--- config.mk ---
export PLATFORM = sky130hd
export DESIGN_NAME = mem_access_stage
export DESIGN_NICKNAME = d
export VERILOG_FILES = /design/src/rtl/mem_access_stage.sv
export SDC_FILE = /design/constraint.sdc
export NUM_CORES = 1
export LEC_CHECK = 0
export CAP_MARGIN = 20
export CELL_PAD_IN_SITES_DETAIL_PLACEMENT = 2
export CELL_PAD_IN_SITES_GLOBAL_PLACEMENT = 2
export CORE_UTILIZATION = 29
export DETAILED_ROUTE_END_ITERATION = 10
export HOLD_SLACK_MARGIN = 0.03
export PLACE_DENSITY_LB_ADDON = 0.25
export SLEW_MARGIN = 25
export SYNTH_ARGS = -nofsm -noshare
export SYNTH_HDL_FRONTEND = slang
export SYNTH_SLANG_ARGS = --single-unit
--- constraint.sdc ---
create_clock -name clk -period 2.6 [get_ports clk]
set_input_delay 0.26 -clock clk [delete_from_list [all_inputs] [get_ports clk]]
set_output_delay 0.26 -clock clk [all_outputs]
set_load 0.02 [all_outputs]
--- src/rtl/mem_access_stage.sv ---
// MEM stage of the 5-stage RISC-V core. Classifies the instruction held in the
// EX/MEM register as a load, a store or a pass-through. Legal memory accesses
// run one request/response transaction on the data-memory port and stall the
// pipeline while it is outstanding. Results are captured into the MEM/WB
// register.
//
// Handshake: a request transfers on a rising clk edge where dmem_req_valid=1
// and dmem_req_ready=1. While valid is high and ready is low, every dmem_req_*
// field is held unchanged. A load's response is the single cycle in RESP with
// dmem_rsp_valid=1. dmem_rsp_valid is ignored in every other state.
//
// MEM/WB holds its last captured value while the stage is stalled.
module mem_access_stage #(
  parameter int REG_WIDTH      = 32,
  parameter int REG_ADDR_WIDTH = 5
) (
  input  logic                      clk,
  input  logic                      reset_n,
  input  logic [REG_WIDTH-1:0]      EX_MEM_alu_out,
  input  logic [REG_WIDTH-1:0]      EX_MEM_dataB,
  input  logic [6:0]                EX_MEM_inst_opcode,
  input  logic [2:0]                EX_MEM_funct3,
  input  logic [REG_ADDR_WIDTH-1:0] EX_MEM_rd,
  input  logic                      EX_MEM_reg_write_en,
  input  logic                      EX_MEM_mem_write_en,
  input  logic                      EX_MEM_wb_sel,
  output logic                      dmem_req_valid,
  input  logic                      dmem_req_ready,
  output logic                      dmem_req_we,
  output logic [31:0]               dmem_req_addr,
  output logic [31:0]               dmem_req_wdata,
  output logic [3:0]                dmem_req_be,
  input  logic                      dmem_rsp_valid,
  input  logic [31:0]               dmem_rsp_rdata,
  output logic                      mem_stall,
  output logic                      mem_exc,
  output logic [REG_WIDTH-1:0]      MEM_WB_alu_out,
  output logic [REG_WIDTH-1:0]      MEM_WB_load_data,
  output logic [REG_ADDR_WIDTH-1:0] MEM_WB_rd,
  output logic                      MEM_WB_reg_write_en,
  output logic                      MEM_WB_wb_sel,
  output logic [1:0]                fsm_state
);

  localparam logic [6:0] OP_LOAD = 7'b0000011;

  localparam logic [1:0] S_IDLE = 2'd0;
  localparam logic [1:0] S_REQ  = 2'd1;
  localparam logic [1:0] S_RESP = 2'd2;
  localparam logic [1:0] S_DONE = 2'd3;

  logic [1:0]  state, state_nxt;
  logic [1:0]  a;
  logic        is_load, is_store, is_mem;
  logic        f3_ok, align_ok, legal_mem, bad_access;
  logic [3:0]  lane_be;
  logic [31:0] lane_wdata;
  logic        capture;

  // Request fields are frozen here when the access leaves IDLE.
  logic        req_we_q;
  logic [31:0] req_addr_q;
  logic [31:0] req_wdata_q;
  logic [3:0]  req_be_q;
  logic [2:0]  req_f3_q;
  logic [1:0]  req_a_q;
  logic [31:0] rsp_shifted;
  logic [31:0] rsp_extract;
  logic [31:0] load_data_q;

  // Classify the EX/MEM instruction and check funct3 and alignment.
  always_comb begin
    a          = EX_MEM_alu_out[1:0];
    is_load    = (EX_MEM_inst_opcode == OP_LOAD);
    is_store   = !is_load && EX_MEM_mem_write_en;
    is_mem     = is_load || is_store;
    f3_ok      = 1'b0;
    align_ok   = 1'b0;
    case (EX_MEM_funct3)
      3'b000:  f3_ok = 1'b1;
      3'b001:  f3_ok = 1'b1;
      3'b010:  f3_ok = 1'b1;
      3'b100:  f3_ok = is_load;
      3'b101:  f3_ok = is_load;
      default: f3_ok = 1'b0;
    endcase
    case (EX_MEM_funct3[1:0])
      2'b00:   align_ok = 1'b1;
      2'b01:   align_ok = !a[0];
      2'b10:   align_ok = (a == 2'b00);
      default: align_ok = 1'b0;
    endcase
    legal_mem  = is_mem && f3_ok && align_ok;
    bad_access = is_mem && !(f3_ok && align_ok);
  end

  // Byte lanes and replicated store data. Loads read the full word.
  always_comb begin
    lane_be    = 4'hF;
    lane_wdata = 32'h0;
    if (is_store) begin
      case (EX_MEM_funct3[1:0])
        2'b00: begin
          lane_be    = 4'b0001 << a;
          lane_wdata = {4{EX_MEM_dataB[7:0]}};
        end
        2'b01: begin
          lane_be    = 4'b0011 << a;
          lane_wdata = {2{EX_MEM_dataB[15:0]}};
        end
        default: begin
          lane_be    = 4'hF;
          lane_wdata = EX_MEM_dataB;
        end
      endcase
    end
  end

  // Align the returned word to the addressed byte and extend it to 32 bits.
  always_comb begin
    rsp_shifted = dmem_rsp_rdata >> {req_a_q, 3'b000};
    case (req_f3_q)
      3'b000:  rsp_extract = {{24{rsp_shifted[7]}}, rsp_shifted[7:0]};
      3'b001:  rsp_extract = {{16{rsp_shifted[15]}}, rsp_shifted[15:0]};
      3'b100:  rsp_extract = {24'h0, rsp_shifted[7:0]};
      3'b101:  rsp_extract = {16'h0, rsp_shifted[15:0]};
      default: rsp_extract = rsp_shifted;
    endcase
  end

  // Next-state logic for the access FSM.
  always_comb begin
    state_nxt = state;
    case (state)
      S_IDLE:  if (legal_mem) state_nxt = S_REQ;
      S_REQ:   if (dmem_req_ready) state_nxt = req_we_q ? S_DONE : S_RESP;
      S_RESP:  if (dmem_rsp_valid) state_nxt = S_DONE;
      default: state_nxt = S_IDLE;
    endcase
  end

  // State register. Reset abandons any transaction in flight.
  always_ff @(posedge clk or negedge reset_n) begin
    if (!reset_n) state <= S_IDLE;
    else          state <= state_nxt;
  end

  // Freeze the request fields when a legal access leaves IDLE.
  always_ff @(posedge clk or negedge reset_n) begin
    if (!reset_n) begin
      req_we_q    <= 1'b0;
      req_addr_q  <= 32'h0;
      req_wdata_q <= 32'h0;
      req_be_q    <= 4'h0;
      req_f3_q    <= 3'h0;
      req_a_q     <= 2'h0;
    end else if (state == S_IDLE && legal_mem) begin
      req_we_q    <= is_store;
      req_addr_q  <= {EX_MEM_alu_out[31:2], 2'b00};
      req_wdata_q <= lane_wdata;
      req_be_q    <= lane_be;
      req_f3_q    <= EX_MEM_funct3;
      req_a_q     <= a;
    end
  end

  // Latch the extracted load data when the response arrives.
  always_ff @(posedge clk or negedge reset_n) begin
    if (!reset_n)                              load_data_q <= 32'h0;
    else if (state == S_RESP && dmem_rsp_valid) load_data_q <= rsp_extract;
  end

  // A bad access raises mem_exc for the single cycle after it is presented.
  always_ff @(posedge clk or negedge reset_n) begin
    if (!reset_n) mem_exc <= 1'b0;
    else          mem_exc <= (state == S_IDLE) && bad_access;
  end

  assign capture = ((state == S_IDLE) && !legal_mem) || (state == S_DONE);

  // MEM/WB register. A bad access retires like a pass-through with no write.
  always_ff @(posedge clk or negedge reset_n) begin
    if (!reset_n) begin
      MEM_WB_alu_out      <= '0;
      MEM_WB_load_data    <= '0;
      MEM_WB_rd           <= '0;
      MEM_WB_reg_write_en <= 1'b0;
      MEM_WB_wb_sel       <= 1'b0;
    end else if (capture) begin
      MEM_WB_alu_out      <= EX_MEM_alu_out;
      MEM_WB_rd           <= EX_MEM_rd;
      MEM_WB_wb_sel       <= EX_MEM_wb_sel;
      if (state == S_DONE) begin
        MEM_WB_reg_write_en <= EX_MEM_reg_write_en;
        MEM_WB_load_data    <= req_we_q ? 32'h0 : load_data_q;
      end else begin
        MEM_WB_reg_write_en <= EX_MEM_reg_write_en && !bad_access;
        MEM_WB_load_data    <= 32'h0;
      end
    end
  end

  // Port drive and pipeline stall.
  always_comb begin
    dmem_req_valid = (state == S_REQ);
    dmem_req_we    = req_we_q;
    dmem_req_addr  = req_addr_q;
    dmem_req_wdata = req_wdata_q;
    dmem_req_be    = req_be_q;
    mem_stall      = (state == S_REQ) || (state == S_RESP) ||
                     ((state == S_IDLE) && legal_mem);
    fsm_state      = state;
  end

endmodule

Word-level counts from Yosys, hierarchy flattened
Cells that the tools add are included.
Word-level totals
  register bits: 178
  input port bits: 118
  output and inout bits: 145
  logic and storage cells: 75
Cells by class
  equality and inequality tests: 16
  shift-type cells: 3
  muxes and demuxes: 15
  reductions and logical operators: 27
Operator list (number)
  $pmux 32 s4: 1
  $mux 32: 3
  $pmux 32 s2: 1
  $shr 32x5->32: 1
  $eq 3x3->1 const B: 4
  $logic_and 1x1->1: 10
  $pmux 4 s2: 1
  $eq 7x2->1 const B: 1
  $eq 2x2->1 const B: 3
  $eq 3x1->1 const B: 2
  $logic_not 2->1: 3
  $logic_not 3->1: 2
  $mux 2: 3
  $pmux 2 s3: 1
  $logic_not 1->1: 5
  $eq 2x1->1 const B: 2
  $logic_or 1x1->1: 4
  $mux 4: 1
  $ne 2x2->1 const B: 2
  $shl 1x2->4 const A: 1
  $shl 2x2->4 const A: 1
  $eq 3x2->1 const B: 1
  $pmux 1 s3: 1
  $reduce_and 3->1: 1
  5 further kinds: 6

Longest topological paths before layout
  depth after elaboration: 9
  depth in mapped cells: 8
  mapped depth without buffers: 5

Least setup slack after synthesis
Ideal clock, no wire load.
  path type: flip-flop to flip-flop
  from: register state[0], in the netlist fsm_state[0]
  to: register MEM_WB_alu_out[10]
  library setup time: 0.125 ns
  arrival time: 2.031 ns
  required time: 2.475 ns
  path slack: 0.444 ns
  stages on the path, launching flop included: 8
  path buffers: 2
  clock period less this slack: 2.156 ns
  cells stage by stage: dfrtp_1 > inv_1 > ha_1 > clkbuf_1 > inv_1 > o211ai_4 > buf_6 > mux2_4
Between the ends
  cells in the longest elaborated chain, start to end: 3
  elaborated cells on any way between the ends: 4
  those cells by class: eq/ne: 1; reduce/logical: 3
RTL lines
  start, declared: line 52  | logic [1:0] state, state_nxt;
  start signal, assigned: line 145  | else state <= state_nxt;
  $logic_not 2->1: line 179  | assign capture = ((state == S_IDLE) && !legal_mem) || (state == S_DONE);
  $logic_and 1x1->1: line 179
  $logic_or 1x1->1 (*): line 179
  end signal, assigned: line 190  | MEM_WB_alu_out <= EX_MEM_alu_out;
  end, declared: line 37  | output logic [REG_WIDTH-1:0] MEM_WB_alu_out,
Mark *: on every way between the ends. The rest lies on a longest branch, timed or not.
A chain may end at the register's enable or synchronous reset.

Worst setup path in the final report
  from: register state[0], in the netlist fsm_state[0]
  to: register req_addr_q[5], in the netlist dmem_req_addr[5]
Between the ends
  cells in the longest elaborated chain, start to end: 2
RTL lines
  $logic_not 2->1: line 157  | end else if (state == S_IDLE && legal_mem) begin
  $logic_and 1x1->1: line 157
  end signal, assigned: line 159  | req_addr_q <= {EX_MEM_alu_out[31:2], 2'b00};
  end, declared: line 62  | logic [31:0] req_addr_q;
No other way between the ends.

==> results.md <==
* RSZ-0062 raised after global routing: no
* Net count, final at around 980
* # fillers at 2601
* Cell chosen for the clock root: clkbuf_16
* Worst-path fanout max at 63
* Worst EP required at 2.90 ns
* Die ar. at 27510 sq um
* Post-route setup slack at ~0.40 ns
* Largest net degree at the start of global routing at 64
* RePlAce Congestion at about 0.8
* Core area at 26210 sq um
* Syn Inst Count at 602
* PwrDens at 1332 nW/um^2
* Leak Pwr at 4.926 nW
* Max Cap Viol at 0
* Total GRT Usage at 19.21%
* Area post-placement at 10800 sq um
* Final Cycle Share at 84.81%
* Synth Register Bits at 178
* Post-Syn Area at 7787 sq um
* Cell variety after synth at 42
* Std cell rows at 59
* Die height at 165.9 microns
* H-tree depth at 4
* Sequential area share after synthesis at 57.20%
* CTS tree: yes
* Vias at 5914
* Fmax at 0.4535 GHz
* Final instance area at 11380 sq um
* Initial antenna violation count at 0
* Startpoint types: flop
* Layout Utilization at around 43%
* Kind of end point of the critical path: flop
* Largest area contributor in the synthesized netlist: dfrtp_1
* Vias per inst at 4.892
* Post-CTS setup buffers at 0
* Ys flop type: dfrtp_1
* Detailed Route WL at 25780 microns
* DP HPWL at 18990 microns
* Clock skew at 0.01804 ns
* FF-to-FF setup slack at between 0.3 and 0.4 ns
* CTS Buf Count at 17
* # setup viols final at 0
* Share of layout cells above drive strength 1 at between 15 and 20%
* Post-synth EDFFs at 0
* Failing checks: design-rule violations
* Setup tns final at 0 ns
* Worst EP arrival at 2.51 ns
* Crit Path Class: flop to flop
* IR drop worst, VDD at 0.0004490 V
* GRT overflow at 0
* Count leader, synth: dfrtp_1
* Area Overhead vs Synth at 46.18%
* Antenna Nets Post-Route at 0
* Worst-Skew Late Latency at ~0.43 ns
* Synth top area cells: dfrtp_1, mux2_2, mux2_4
* CTS clk-pin slew, worst paths at 0.08 ns
* Slew @ Worst Pin at 0.8406 ns
* Global-route wire length before repair at 40830 microns
* Avg Cell Area, Syn at 12.94 sq um
* Initial Utilization at 29.72%
* Fraction of registers with async set/reset at 100.0%
* Status: complete, but fails checks
* Die width at about 170 microns
* Drt first pass iters at 8
* Share of the synthesized area in the top cell type at approximately 57%
* Hold crit path type: input pin to asynchronous set/reset pin
* CTS sink count at about 180
* YS warnings at 0
* Final min period at 2.205 ns
* Diodes inserted at 0
* Slew headroom at a little over two fifths
* Drt drc at 15
* Slew Viols, Final at 0
* Dpl ws at 0.03382 ns
* Max Buffers Root-to-Sink at 2
* Wire per inst at 21.32 microns
* Number of global-route vias before repair at 6828
* Final hold slack at 0.3228 ns
* Fin. Hold Viols at 0
* Io pins at 263
* Detailed Route Iter0 Violations at 163
* I/O Buffers at between 200 and 300
* Most frequent cells after synthesis: dfrtp_1, a21oi_1, mux2_2, a22o_1
where the power goes:
group | leakage, nW | internal, W | switching, W | total, W
clock | 0.274 | 0.00135 | 0.00123 | 0.00258
sequential | 2.18 | 0.00410 | 0.000850 | 0.00495
combinational | 2.47 | 0.00381 | 0.00382 | 0.00763
state kept, by name (all words and copies together), names as in the netlist, 2 cells and up:
| register | count |
|---|---|
| dmem_req_be | 4 |
| MEM_WB_alu_out | 32 |
| req_a_q | 2 |
| MEM_WB_rd | 5 |
| dmem_req_wdata | 32 |
| dmem_req_addr | 30 |
| load_data_q | 32 |
| fsm_state | 2 |
| req_f3_q | 3 |
| MEM_WB_load_data | 32 |
through the flow:
step,std cells,power [W]
after floorplan,603,0.009096
after global placement,1177,0.01238
after detailed placement,1177,0.01267
after CTS,1209,0.01538
after global routing,1209,0.01598
final,1209,0.01516
cell families after synthesis:
family	after synthesis	share of synthesized area [%]
DFF	178	57.20
other	1	0.04815
muxes	122	18.61
adders and majority gates	4	0.6427
AOI/OAI and AO/OA	157	14.69
and+or+nand+nor	85	4.997
buffers and inverters	55	3.824
final timing paths:
path / start / end / cells after the start
worst max-delay path: fsm_state[0] / dmem_req_addr[5] / 5
worst min-delay path: reset_n / dmem_req_wdata[20] / 2
worst max register to register: fsm_state[0] / dmem_req_addr[5] / 5
worst min register to register: dmem_req_wdata[21] / dmem_req_wdata[21] / 1
max in group asynchronous: reset_n / dmem_req_addr[9] / 3
min in group clk: EX_MEM_wb_sel / MEM_WB_wb_sel / 2
worst max-delay path, stage by stage, from the launching register on:
cell     delay (ns)
dfrtp_1        0.42
inv_1          0.08
ha_1           0.35
nand3_4        0.11
buf_4          0.62
mux2_2         0.42
per-layer routing:
layer	track usage, %	part of all wire (%)	routed length (microns)	up-vias
met4	6.380	2.0	503	0
met2	33.79	51	13170	155
met1	22.69	41	10660	3039
met5	0	0	0	-
met3	5.076	5.6	1444	25
li1	-	-	-	2695
cells in the final DEF, fill, tap and decap left out, types with 24 or more instances in the layout:
cell type	n
mux2_2	50
mux2i_1	39
clkdlybuf4s50_1	258
mux2_4	30
nor2_1	37
o2bb2ai_1	24
nand2_1	28
a21oi_1	53
a22o_1	48
dfrtp_1	178
cell type report:
cell class / count / area, sq um / share of cell area, %
clock buffer: 17 / 425.4 / 3.737
clock inverter: 14 / 148.9 / 1.308
inverter: 8 / 30.03 / 0.2638
multi-input combinational: 370 / 3044 / 26.74
sequential: 178 / 4454 / 39.13
tap: 335 / 419.2 / 3.682
timing repair buffer: 287 / 2861 / 25.14
timing repair:
action,4_1_cts,5_1_grt
endpoints found under the hold margin,41,0
endpoints found under the setup margin,0,1
hold buffers,1,0
resized for setup,0,1
Power figures use the tool's default switching activity.
